$ cat config.mk
export PLATFORM = sky130hd
export DESIGN_NAME = p3_execute
export DESIGN_NICKNAME = d
export VERILOG_FILES = /design/src/rtl/p3_execute.sv
export SDC_FILE = /design/constraint.sdc
export NUM_CORES = 1
export LEC_CHECK = 0
export CORE_MARGIN = 10
export CORE_UTILIZATION = 47
export DETAILED_ROUTE_END_ITERATION = 8
export PLACE_DENSITY = 0.8
export SYNTH_ARGS = -nofsm -noshare
export SYNTH_HDL_FRONTEND = slang
export SYNTH_SLANG_ARGS = --single-unit
$ cat constraint.sdc
create_clock -name clockp3 -period 1.4 [get_ports clockp3]
set_input_delay 0.21 -clock clockp3 [delete_from_list [all_inputs] [get_ports clockp3]]
set_output_delay 0.21 -clock clockp3 [all_outputs]
set_load 0.02 [all_outputs]
$ cat src/rtl/p3_execute.sv
`default_nettype none
// ============================================================================
// Module      : p3_execute
// Description : Phase-3 execute stage of the SIMPLE processor. Computes the
//               ALU result and S/Z/C/V flags, resolves branches against the
//               previous instruction's flags, drives the IN/OUT ports and
//               registers pass-through control. Freezes after HLT.
// Revision    : 1.0 - initial release
// ============================================================================
module p3_execute #(
  parameter int WIDTH = 16
) (
  input  logic             clockp3,
  input  logic             reset,
  input  logic [WIDTH-1:0] alu1,
  input  logic [WIDTH-1:0] alu2,
  input  logic [3:0]       opcode,
  input  logic             writereg,
  input  logic [1:0]       memwrite,
  input  logic [2:0]       regaddress,
  input  logic [WIDTH-1:0] address,
  input  logic [WIDTH-1:0] storedata,
  input  logic             isbranch,
  input  logic [2:0]       cond,
  input  logic [WIDTH-1:0] pcp2,
  input  logic             halt,
  input  logic [WIDTH-1:0] indata,
  output logic [WIDTH-1:0] aluresult,
  output logic [3:0]       flags,
  output logic             writeregout,
  output logic [1:0]       memwriteout,
  output logic [2:0]       regaddressout,
  output logic [WIDTH-1:0] addressout,
  output logic [WIDTH-1:0] storedataout,
  output logic             branchtaken,
  output logic [WIDTH-1:0] branchtarget,
  output logic [WIDTH-1:0] outdata,
  output logic             outvalid,
  output logic             haltout
);

  localparam logic [3:0] c_op_add = 4'b0000;
  localparam logic [3:0] c_op_sub = 4'b0001;
  localparam logic [3:0] c_op_and = 4'b0010;
  localparam logic [3:0] c_op_or  = 4'b0011;
  localparam logic [3:0] c_op_xor = 4'b0100;
  localparam logic [3:0] c_op_cmp = 4'b0101;
  localparam logic [3:0] c_op_mov = 4'b0110;
  localparam logic [3:0] c_op_sll = 4'b1000;
  localparam logic [3:0] c_op_slr = 4'b1001;
  localparam logic [3:0] c_op_srl = 4'b1010;
  localparam logic [3:0] c_op_sra = 4'b1011;
  localparam logic [3:0] c_op_in  = 4'b1100;
  localparam logic [3:0] c_op_out = 4'b1101;
  localparam logic [3:0] c_op_hlt = 4'b1111;

  typedef enum logic [0:0] {
    c_run    = 1'b0,
    c_halted = 1'b1
  } state_t;

  state_t             r_state, w_state_nxt;
  logic [WIDTH-1:0]   r_aluresult, r_addressout, r_storedataout, r_branchtarget, r_outdata;
  logic [3:0]         r_flags;
  logic               r_writeregout, r_branchtaken, r_outvalid, r_haltout;
  logic [1:0]         r_memwriteout;
  logic [2:0]         r_regaddressout;

  logic [WIDTH-1:0]   w_r;
  logic               w_c, w_v, w_setflags;
  logic [WIDTH:0]     w_ext;
  logic [2*WIDTH-1:0] w_rot;
  logic [3:0]         w_n;
  logic [3:0]         w_flags_nxt;
  logic               w_cond_ok, w_taken, w_halting;

  assign w_n = alu2[3:0];

  // ALU: result, carry/borrow and overflow for the current opcode
  always_comb begin
    w_r        = '0;
    w_c        = 1'b0;
    w_v        = 1'b0;
    w_setflags = 1'b0;
    w_ext      = '0;
    w_rot      = '0;
    case (opcode)
      c_op_add: begin
        w_ext      = {1'b0, alu1} + {1'b0, alu2};
        w_r        = w_ext[WIDTH-1:0];
        w_c        = w_ext[WIDTH];
        w_v        = (alu1[WIDTH-1] == alu2[WIDTH-1]) && (w_r[WIDTH-1] != alu1[WIDTH-1]);
        w_setflags = 1'b1;
      end
      c_op_sub, c_op_cmp: begin
        w_r        = alu1 - alu2;
        w_c        = (alu1 < alu2);
        w_v        = (alu1[WIDTH-1] != alu2[WIDTH-1]) && (w_r[WIDTH-1] != alu1[WIDTH-1]);
        w_setflags = 1'b1;
      end
      c_op_and: begin w_r = alu1 & alu2; w_setflags = 1'b1; end
      c_op_or:  begin w_r = alu1 | alu2; w_setflags = 1'b1; end
      c_op_xor: begin w_r = alu1 ^ alu2; w_setflags = 1'b1; end
      c_op_mov: begin w_r = alu1;        w_setflags = 1'b1; end
      // Extra bit beyond the shifted word captures the last bit shifted out
      c_op_sll: begin
        w_ext      = {1'b0, alu1} << w_n;
        w_r        = w_ext[WIDTH-1:0];
        w_c        = w_ext[WIDTH];
        w_setflags = 1'b1;
      end
      c_op_srl: begin
        w_ext      = {alu1, 1'b0} >> w_n;
        w_r        = w_ext[WIDTH:1];
        w_c        = w_ext[0];
        w_setflags = 1'b1;
      end
      c_op_sra: begin
        w_ext      = $signed({alu1, 1'b0}) >>> w_n;
        w_r        = w_ext[WIDTH:1];
        w_c        = w_ext[0];
        w_setflags = 1'b1;
      end
      // Rotate left: upper half of the doubled word after a left shift
      c_op_slr: begin
        w_rot      = {alu1, alu1} << w_n;
        w_r        = w_rot[2*WIDTH-1:WIDTH];
        w_setflags = 1'b1;
      end
      c_op_in:  w_r = indata;
      default:  w_r = '0;
    endcase
  end

  // Flag update, branch resolution on the previous flags, halt detection
  always_comb begin
    w_flags_nxt = w_setflags ? {w_r[WIDTH-1], (w_r == '0), w_c, w_v} : r_flags;
    case (cond)
      3'b000:  w_cond_ok = r_flags[2];
      3'b001:  w_cond_ok = r_flags[3] ^ r_flags[0];
      3'b010:  w_cond_ok = r_flags[2] | (r_flags[3] ^ r_flags[0]);
      3'b011:  w_cond_ok = ~r_flags[2];
      3'b100:  w_cond_ok = 1'b1;
      default: w_cond_ok = 1'b0;
    endcase
    w_taken   = isbranch & w_cond_ok;
    w_halting = halt | (opcode == c_op_hlt);
  end

  // Next-state: RUN moves to HALTED on any halt request; HALTED is terminal
  always_comb begin
    w_state_nxt = r_state;
    if (r_state == c_run && w_halting) begin
      w_state_nxt = c_halted;
    end
  end

  // State register
  always_ff @(posedge clockp3 or negedge reset) begin
    if (!reset) r_state <= c_run;
    else        r_state <= w_state_nxt;
  end

  // Output registers; a halt request on this edge is treated like HALTED
  always_ff @(posedge clockp3 or negedge reset) begin
    if (!reset) begin
      r_aluresult     <= '0;
      r_flags         <= '0;
      r_writeregout   <= 1'b0;
      r_memwriteout   <= '0;
      r_regaddressout <= '0;
      r_addressout    <= '0;
      r_storedataout  <= '0;
      r_branchtaken   <= 1'b0;
      r_branchtarget  <= '0;
      r_outdata       <= '0;
      r_outvalid      <= 1'b0;
      r_haltout       <= 1'b0;
    end else if (r_state == c_halted || w_halting) begin
      r_writeregout <= 1'b0;
      r_memwriteout <= '0;
      r_branchtaken <= 1'b0;
      r_outvalid    <= 1'b0;
      r_haltout     <= 1'b1;
    end else begin
      r_aluresult     <= w_r;
      r_flags         <= w_flags_nxt;
      r_writeregout   <= writereg & ~w_taken & (opcode != c_op_cmp);
      r_memwriteout   <= w_taken ? 2'b00 : memwrite;
      r_regaddressout <= regaddress;
      r_addressout    <= address;
      r_storedataout  <= storedata;
      r_branchtaken   <= w_taken;
      r_branchtarget  <= pcp2 + address;
      r_outvalid      <= (opcode == c_op_out);
      if (opcode == c_op_out) begin
        r_outdata <= alu1;
      end
    end
  end

  assign aluresult     = r_aluresult;
  assign flags         = r_flags;
  assign writeregout   = r_writeregout;
  assign memwriteout   = r_memwriteout;
  assign regaddressout = r_regaddressout;
  assign addressout    = r_addressout;
  assign storedataout  = r_storedataout;
  assign branchtaken   = r_branchtaken;
  assign branchtarget  = r_branchtarget;
  assign outdata       = r_outdata;
  assign outvalid      = r_outvalid;
  assign haltout       = r_haltout;

endmodule
`default_nettype wire

==> results of run 1 <==
## cells by family after synthesis
kind of cell | after synthesis | synth area share (%)
xor+xnor | 20 | 1.88
fa+ha+maj | 73 | 10.0
simple gates | 312 | 18.0
flops | 94 | 25.3
mux | 95 | 14.6
compound gates | 295 | 23.0
buf+inv | 135 | 7.23
## layer usage
metal  global-route usage [%]  GRT overflow
met1                     62.4             0
met2                     80.7             3
met3                     51.2             0
met4                     54.8             4
met5                     21.1             0
## timing repair
item,in CTS
endpoints found under the hold margin,94
setup endpoints to repair,186
setup buffers,76
cloned,9
resized for setup,578
hold buffers,1
pin swaps,113
## metrics by stage
step                      instances  utilization [%]  TNS, ps  area (um2)
after global placement         1796             75.6   -95230       14700
after floorplan                1024                -   -27910        9930
after CTS                      1892             86.9   -25960       16900
after detailed placement       1796             75.6  -100590       14700
==> flow_summary.json, run 1 <==
{
  "status": "did not finish",
  "haltStage": "5_1_grt",
  "firstError": "[ERROR GRT-0232] Routing congestion too high. Check the congestion heatmap in the GUI.",
  "cts.sinks": 94,
  "synthTopCellsByArea": "dfrtp_1, ha_1, mux2_2",
  "overflow": 7,
  "worst_endpoint": "flags[2]$_DFFE_PN0P_/D",
  "synth_cell_types": 99,
  "die_h_um": 161,
  "ctsRootBufferMaster": "clkbuf_16",
  "gp_congestion": 1.06,
  "cts_buffers": 9,
  "grtUsageTotal_pct": 63.2,
  "synth_common_cells": "dfrtp_1, nand2_1, ha_1",
  "seq_area_frac_synth_pct": 25.3,
  "synth_edf_count": 0,
  "place_hpwl_um": 38500,
  "io_buffers": 205,
  "synthArstFlopShare_pct": 100,
  "start_util_pct": 47.8,
  "synth_nets": 1209,
  "htree_levels": 3,
  "synth.cell_area_um2": 9310,
  "cts_buffer_depth": 2,
  "worstEndpointType": "register input",
  "synth_top_area_share_pct": 25.3,
  "yosysTopAreaCell": "dfrtp_1",
  "synth_top_flop_cell": "dfrtp_1",
  "yosysMostFrequentCell": "dfrtp_1",
  "syn_inst": 1024,
  "yosysWarnings": 0,
  "row_count": 51,
  "die_x_um": 161,
  "num_io_pins": 206,
  "grt_max_degree": 95,
  "place_ws_ps": -2230,
  "synth-seq-cells": 94,
  "synth_area_per_cell_um2": 9.09
}
==> run 2: changes to the inputs <==
--- a/config.mk
+++ b/config.mk
@@ -6,9 +6,9 @@
 export NUM_CORES = 1
 export LEC_CHECK = 0
 export CORE_MARGIN = 10
-export CORE_UTILIZATION = 47
+export CORE_UTILIZATION = 40
 export DETAILED_ROUTE_END_ITERATION = 8
-export PLACE_DENSITY = 0.8
+export PLACE_DENSITY_LB_ADDON = 0.15
 export SYNTH_ARGS = -nofsm -noshare
 export SYNTH_HDL_FRONTEND = slang
 export SYNTH_SLANG_ARGS = --single-unit
==> constraint.sdc (replaced) <==
create_clock -name clockp3 -period 1.8 [get_ports clockp3]
set_input_delay 0.27 -clock clockp3 [delete_from_list [all_inputs] [get_ports clockp3]]
set_output_delay 0.27 -clock clockp3 [all_outputs]
set_load 0.02 [all_outputs]
==> flow_summary.json, run 2 <==
{
  "status": "finished with violations",
  "violations": "negative setup slack",
  "yosysWarnings": 0,
  "max-cap-violations": 0,
  "htree_levels": 3,
  "rsz0062_at_grt": "true",
  "yosys.area_share.simple_pct": 18.0,
  "die_area_um2": 29800,
  "drtIter0Drc": 1219,
  "total_power_mw": 9.32,
  "syn2layout_area_growth_pct": 79.6,
  "synth_top_family_by_area": "compound AO/OA/AOI/OAI gates",
  "grt_pass1_wl_um": 70400,
  "cts_buffers": 9,
  "synth_area_per_cell_um2": 9.09,
  "fin_crit_ps": 2730,
  "place_hpwl_um": 36900,
  "synth_top_flop_cell": "dfrtp_1",
  "num_io_pins": 206,
  "row_count": 55,
  "die_h_um": 173,
  "antenna_found_initial": 0,
  "gp_congestion": 1.05,
  "ctsRootBufferMaster": "clkbuf_16",
  "slew_headroom_pct": 50.3,
  "insertion_delay_ps": 350,
  "diodes": 0,
  "synthArstFlopShare_pct": 100,
  "synth_top_area_share_pct": 25.3,
  "worst_slack_ps": -925,
  "vias_per_cell": 5.92,
  "grt_pass1_vias": 11079,
  "synth_compound_area_share_pct": 23.0,
  "rrSetupSlack_ps": 90,
  "setup_viol": 26,
  "synth.area.mux_share_pct": 14.6,
  "critPathRequiredTime_ps": 2050,
  "ant_nets": 0,
  "synth_edf_count": 0,
  "hold_end": "addressout[0]",
  "drive_above_1_share_pct": 50.3,
  "min_period_over_period_pct": 151,
  "critPathCaptureType": "flip-flop",
  "synthTopCellsByArea": "dfrtp_1, ha_1, mux2_2",
  "yosysMostFrequentCell": "dfrtp_1",
  "synth_cell_types": 99,
  "r2r_cells": 7,
  "cp_cell_sequence": "buf_8 > buf_12 > buf_8 > mux4_2 > mux2_4 > a22oi_2 > nand3_2 > or4_4 > a2111oi_4 > nand3_2 > o31ai_2",
  "synth_xor_area_share_pct": 1.88,
  "drc_errors": 0,
  "arrival_ps": 2980,
  "hold_path_class": "in -> reg",
  "final_common_cell": "buf_4",
  "wl_per_cell_um": 25.0,
  "vias": 11321,
  "slowest_stage": "or4_4",
  "cts.sinks": 94,
  "power_density_nw_per_um2": 557,
  "criticalPathCategory": "in -> reg",
  "slew_viol_final": 0,
  "cp-start-kind": "primary input",
  "synth_fa_ha_area_share_pct": 10.0,
  "start_util_pct": 40.9,
  "synth-seq-cells": 94,
  "yosysTopAreaCell": "dfrtp_1",
  "die_x_um": 173,
  "grt_max_degree": 95,
  "grtUsageTotal_pct": 30.0,
  "final_cell_mix": "buf_4, clkdlybuf4s50_1, dfrtp_1, nand2_1, buf_6",
  "cts_buffer_depth": 2,
  "cellLeakagePower_nw": 7.45,
  "max-vdd-ir-drop_mv": 0.596,
  "num-nets-final": 1779,
  "drt_first_pass_iters": 8,
  "design_area_um2": 16700,
  "clock-skew-final_ps": 13.1,
  "worst_pin_slew_ps": 744,
  "synth_common_cells": "dfrtp_1, nand2_1, ha_1",
  "drt-total-wl_um": 47700,
  "crit_fanout": 5,
  "postPlaceCellArea_um2": 14400,
  "slowest_delay_ps": 580,
  "cts_tree": "yes",
  "hold_viol": 0,
  "hold_path_depth": 3,
  "r2r_start": "r_state",
  "io_buffers": 205,
  "setup_tns_ps": -11790,
  "hp-start": "address[0]",
  "overflow": 0,
  "synth_nets": 1209,
  "seq_area_frac_synth_pct": 25.3,
  "synth.cell_area_um2": 9310,
  "syn_inst": 1024,
  "core-area_um2": 22800,
  "r2r-end": "aluresult[7]",
  "fmax_mhz": 367,
  "clkTransAtPathRegs_ps": 70,
  "fin_util_pct": 73.4
}
## run 2: area by class of cell
type	count	area, um2
Timing Repair Buffer	632	5710
Fill cell	1647	6060
Multi-Input combinational cell	795	7700
Clock buffer	9	225
Inverter	62	264
Tap cell	313	392
Sequential cell	94	2350
Clock inverter	7	80.1
## run 2: per-layer routing
metal / up-vias / routed length (um) / global-route usage, %
met5: - / 0 / 0
met4: 0 / 2210 / 12.7
met3: 125 / 4620 / 7.25
met2: 689 / 21400 / 47.0
met1: 5503 / 19500 / 38.7
li1: 5004 / - / -
## run 2: power breakdown
part / internal (mW) / switching [mW] / leakage, nW
Clock: 0.986 / 0.947 / 0.145
Combinational: 2.47 / 2.43 / 6.09
Sequential: 2.35 / 0.133 / 1.21
Total: 5.81 / 3.51 / 7.45
## run 2: critical path: cells and delay by family
kind	cells	cell delay, ps
muxes	2	860
and+or+nand+nor	3	830
buffers and inverters	3	290
AOI/OAI and AO/OA	3	720
## run 2: cell families (layout without fill, tap and decap cells)
logic type	after synthesis	count (layout)
AND/OR/NAND/NOR	312	312
AO/OA/AOI/OAI	295	295
buffers and inverters	135	710
multiplexers	95	95
flip-flops	94	94
adder cells (fa/ha/maj)	73	73
XOR/XNOR	20	20
## run 2: worst max path at each step
stage                     startpoint       end  slack [ps]  cells after the start
after floorplan              alu2[2]  flags[2]       -1240                     13
after global placement       alu1[7]  flags[2]       -1790                     14
after detailed placement    alu1[10]  flags[2]       -1830                     13
after CTS                    alu2[0]  flags[2]        -970                     12
after global routing         alu2[0]  flags[2]       -1010                     14
final                        alu2[0]  flags[2]        -930                     11
## run 2: through the flow
stage	setup WS (ps)	instances	hold slack, ps
after floorplan	-1240	1024	-25.6
after global placement	-1790	1829	356
after detailed placement	-1830	1829	361
after CTS	-965	1895	248
after global routing	-1010	1912	250
final	-925	1912	255
## run 2: timing repair
item,in CTS,in global routing
endpoints found under the hold margin,30,0
resized for setup,417,85
hold buffers,1,0
setup buffers,52,21
pin swaps,125,63
endpoints found under the setup margin,78,50
gates cloned,5,1
Note: power is estimated with default switching activity, not from simulation.
==> run 3: changes to the inputs <==
--- a/config.mk
+++ b/config.mk
@@ -6,7 +6,7 @@
 export NUM_CORES = 1
 export LEC_CHECK = 0
 export CORE_MARGIN = 10
-export CORE_UTILIZATION = 40
+export CORE_UTILIZATION = 53
 export DETAILED_ROUTE_END_ITERATION = 8
 export PLACE_DENSITY_LB_ADDON = 0.15
 export SYNTH_ARGS = -nofsm -noshare
==> flow_summary.json, run 3 <==
{
  "synth_top_flop_cell": "dfrtp_1",
  "yosysTopAreaCell": "dfrtp_1",
  "synth_cell_types": 99,
  "die_x_um": 153,
  "synth_edf_count": 0,
  "synth_area_per_cell_um2": 9.09,
  "yosysMostFrequentCell": "dfrtp_1",
  "synth_common_cells": "dfrtp_1, nand2_1, ha_1",
  "synth_top_area_share_pct": 25.3,
  "overflow": 1870,
  "synth.cell_area_um2": 9310,
  "status": "did not finish",
  "grtUsageTotal_pct": 95.6,
  "worst_endpoint": "flags[2]$_DFFE_PN0P_/D",
  "place_hpwl_um": 35600,
  "htree_levels": 3,
  "yosysWarnings": 0,
  "num_io_pins": 206,
  "haltStage": "5_1_grt",
  "synth-seq-cells": 94,
  "synthArstFlopShare_pct": 100,
  "cts_buffers": 9,
  "synth_nets": 1209,
  "ctsRootBufferMaster": "clkbuf_16",
  "grt_max_degree": 37,
  "row_count": 48,
  "cts.sinks": 94,
  "syn_inst": 1024,
  "die_h_um": 153,
  "worstEndpointType": "register input",
  "place_ws_ps": -1810,
  "seq_area_frac_synth_pct": 25.3,
  "io_buffers": 205,
  "firstError": "[ERROR GRT-0232] Routing congestion too high. Check the congestion heatmap in the GUI.",
  "synthTopCellsByArea": "dfrtp_1, ha_1, mux2_2",
  "cts_buffer_depth": 2,
  "gp_congestion": 1.07,
  "start_util_pct": 54.0
}
[run 3: cell counts after synthesis]
No cell type changed its count.
[run 3: logic make-up after synthesis]
family	after synthesis	share of synthesized area, %
xor gates and xnor gates	20	1.88
and+or+nand+nor	312	18.0
muxes	95	14.6
buffers and inverters	135	7.23
adders and majority gates	73	10.0
AOI/OAI and AO/OA	295	23.0
DFF	94	25.3
[run 3: stage by stage]
stage / area (um2) / instances
floorplan: 9710 / 1024
global placement: 14100 / 1719
detailed placement: 14100 / 1719
CTS: 16000 / 1798
[run 3: timing repair]
action	4_1_cts
setup endpoints to repair	94
gates cloned	6
gates resized for setup	396
pin swaps	107
hold endpoints to repair	29
buffers inserted	67
hold buffers	1
[run 3: metal layers]
layer / global-route usage, % / GRT overflow
met5: 49.8 / 12
met4: 106 / 447
met3: 81.2 / 37
met2: 120 / 1346
met1: 84.0 / 28
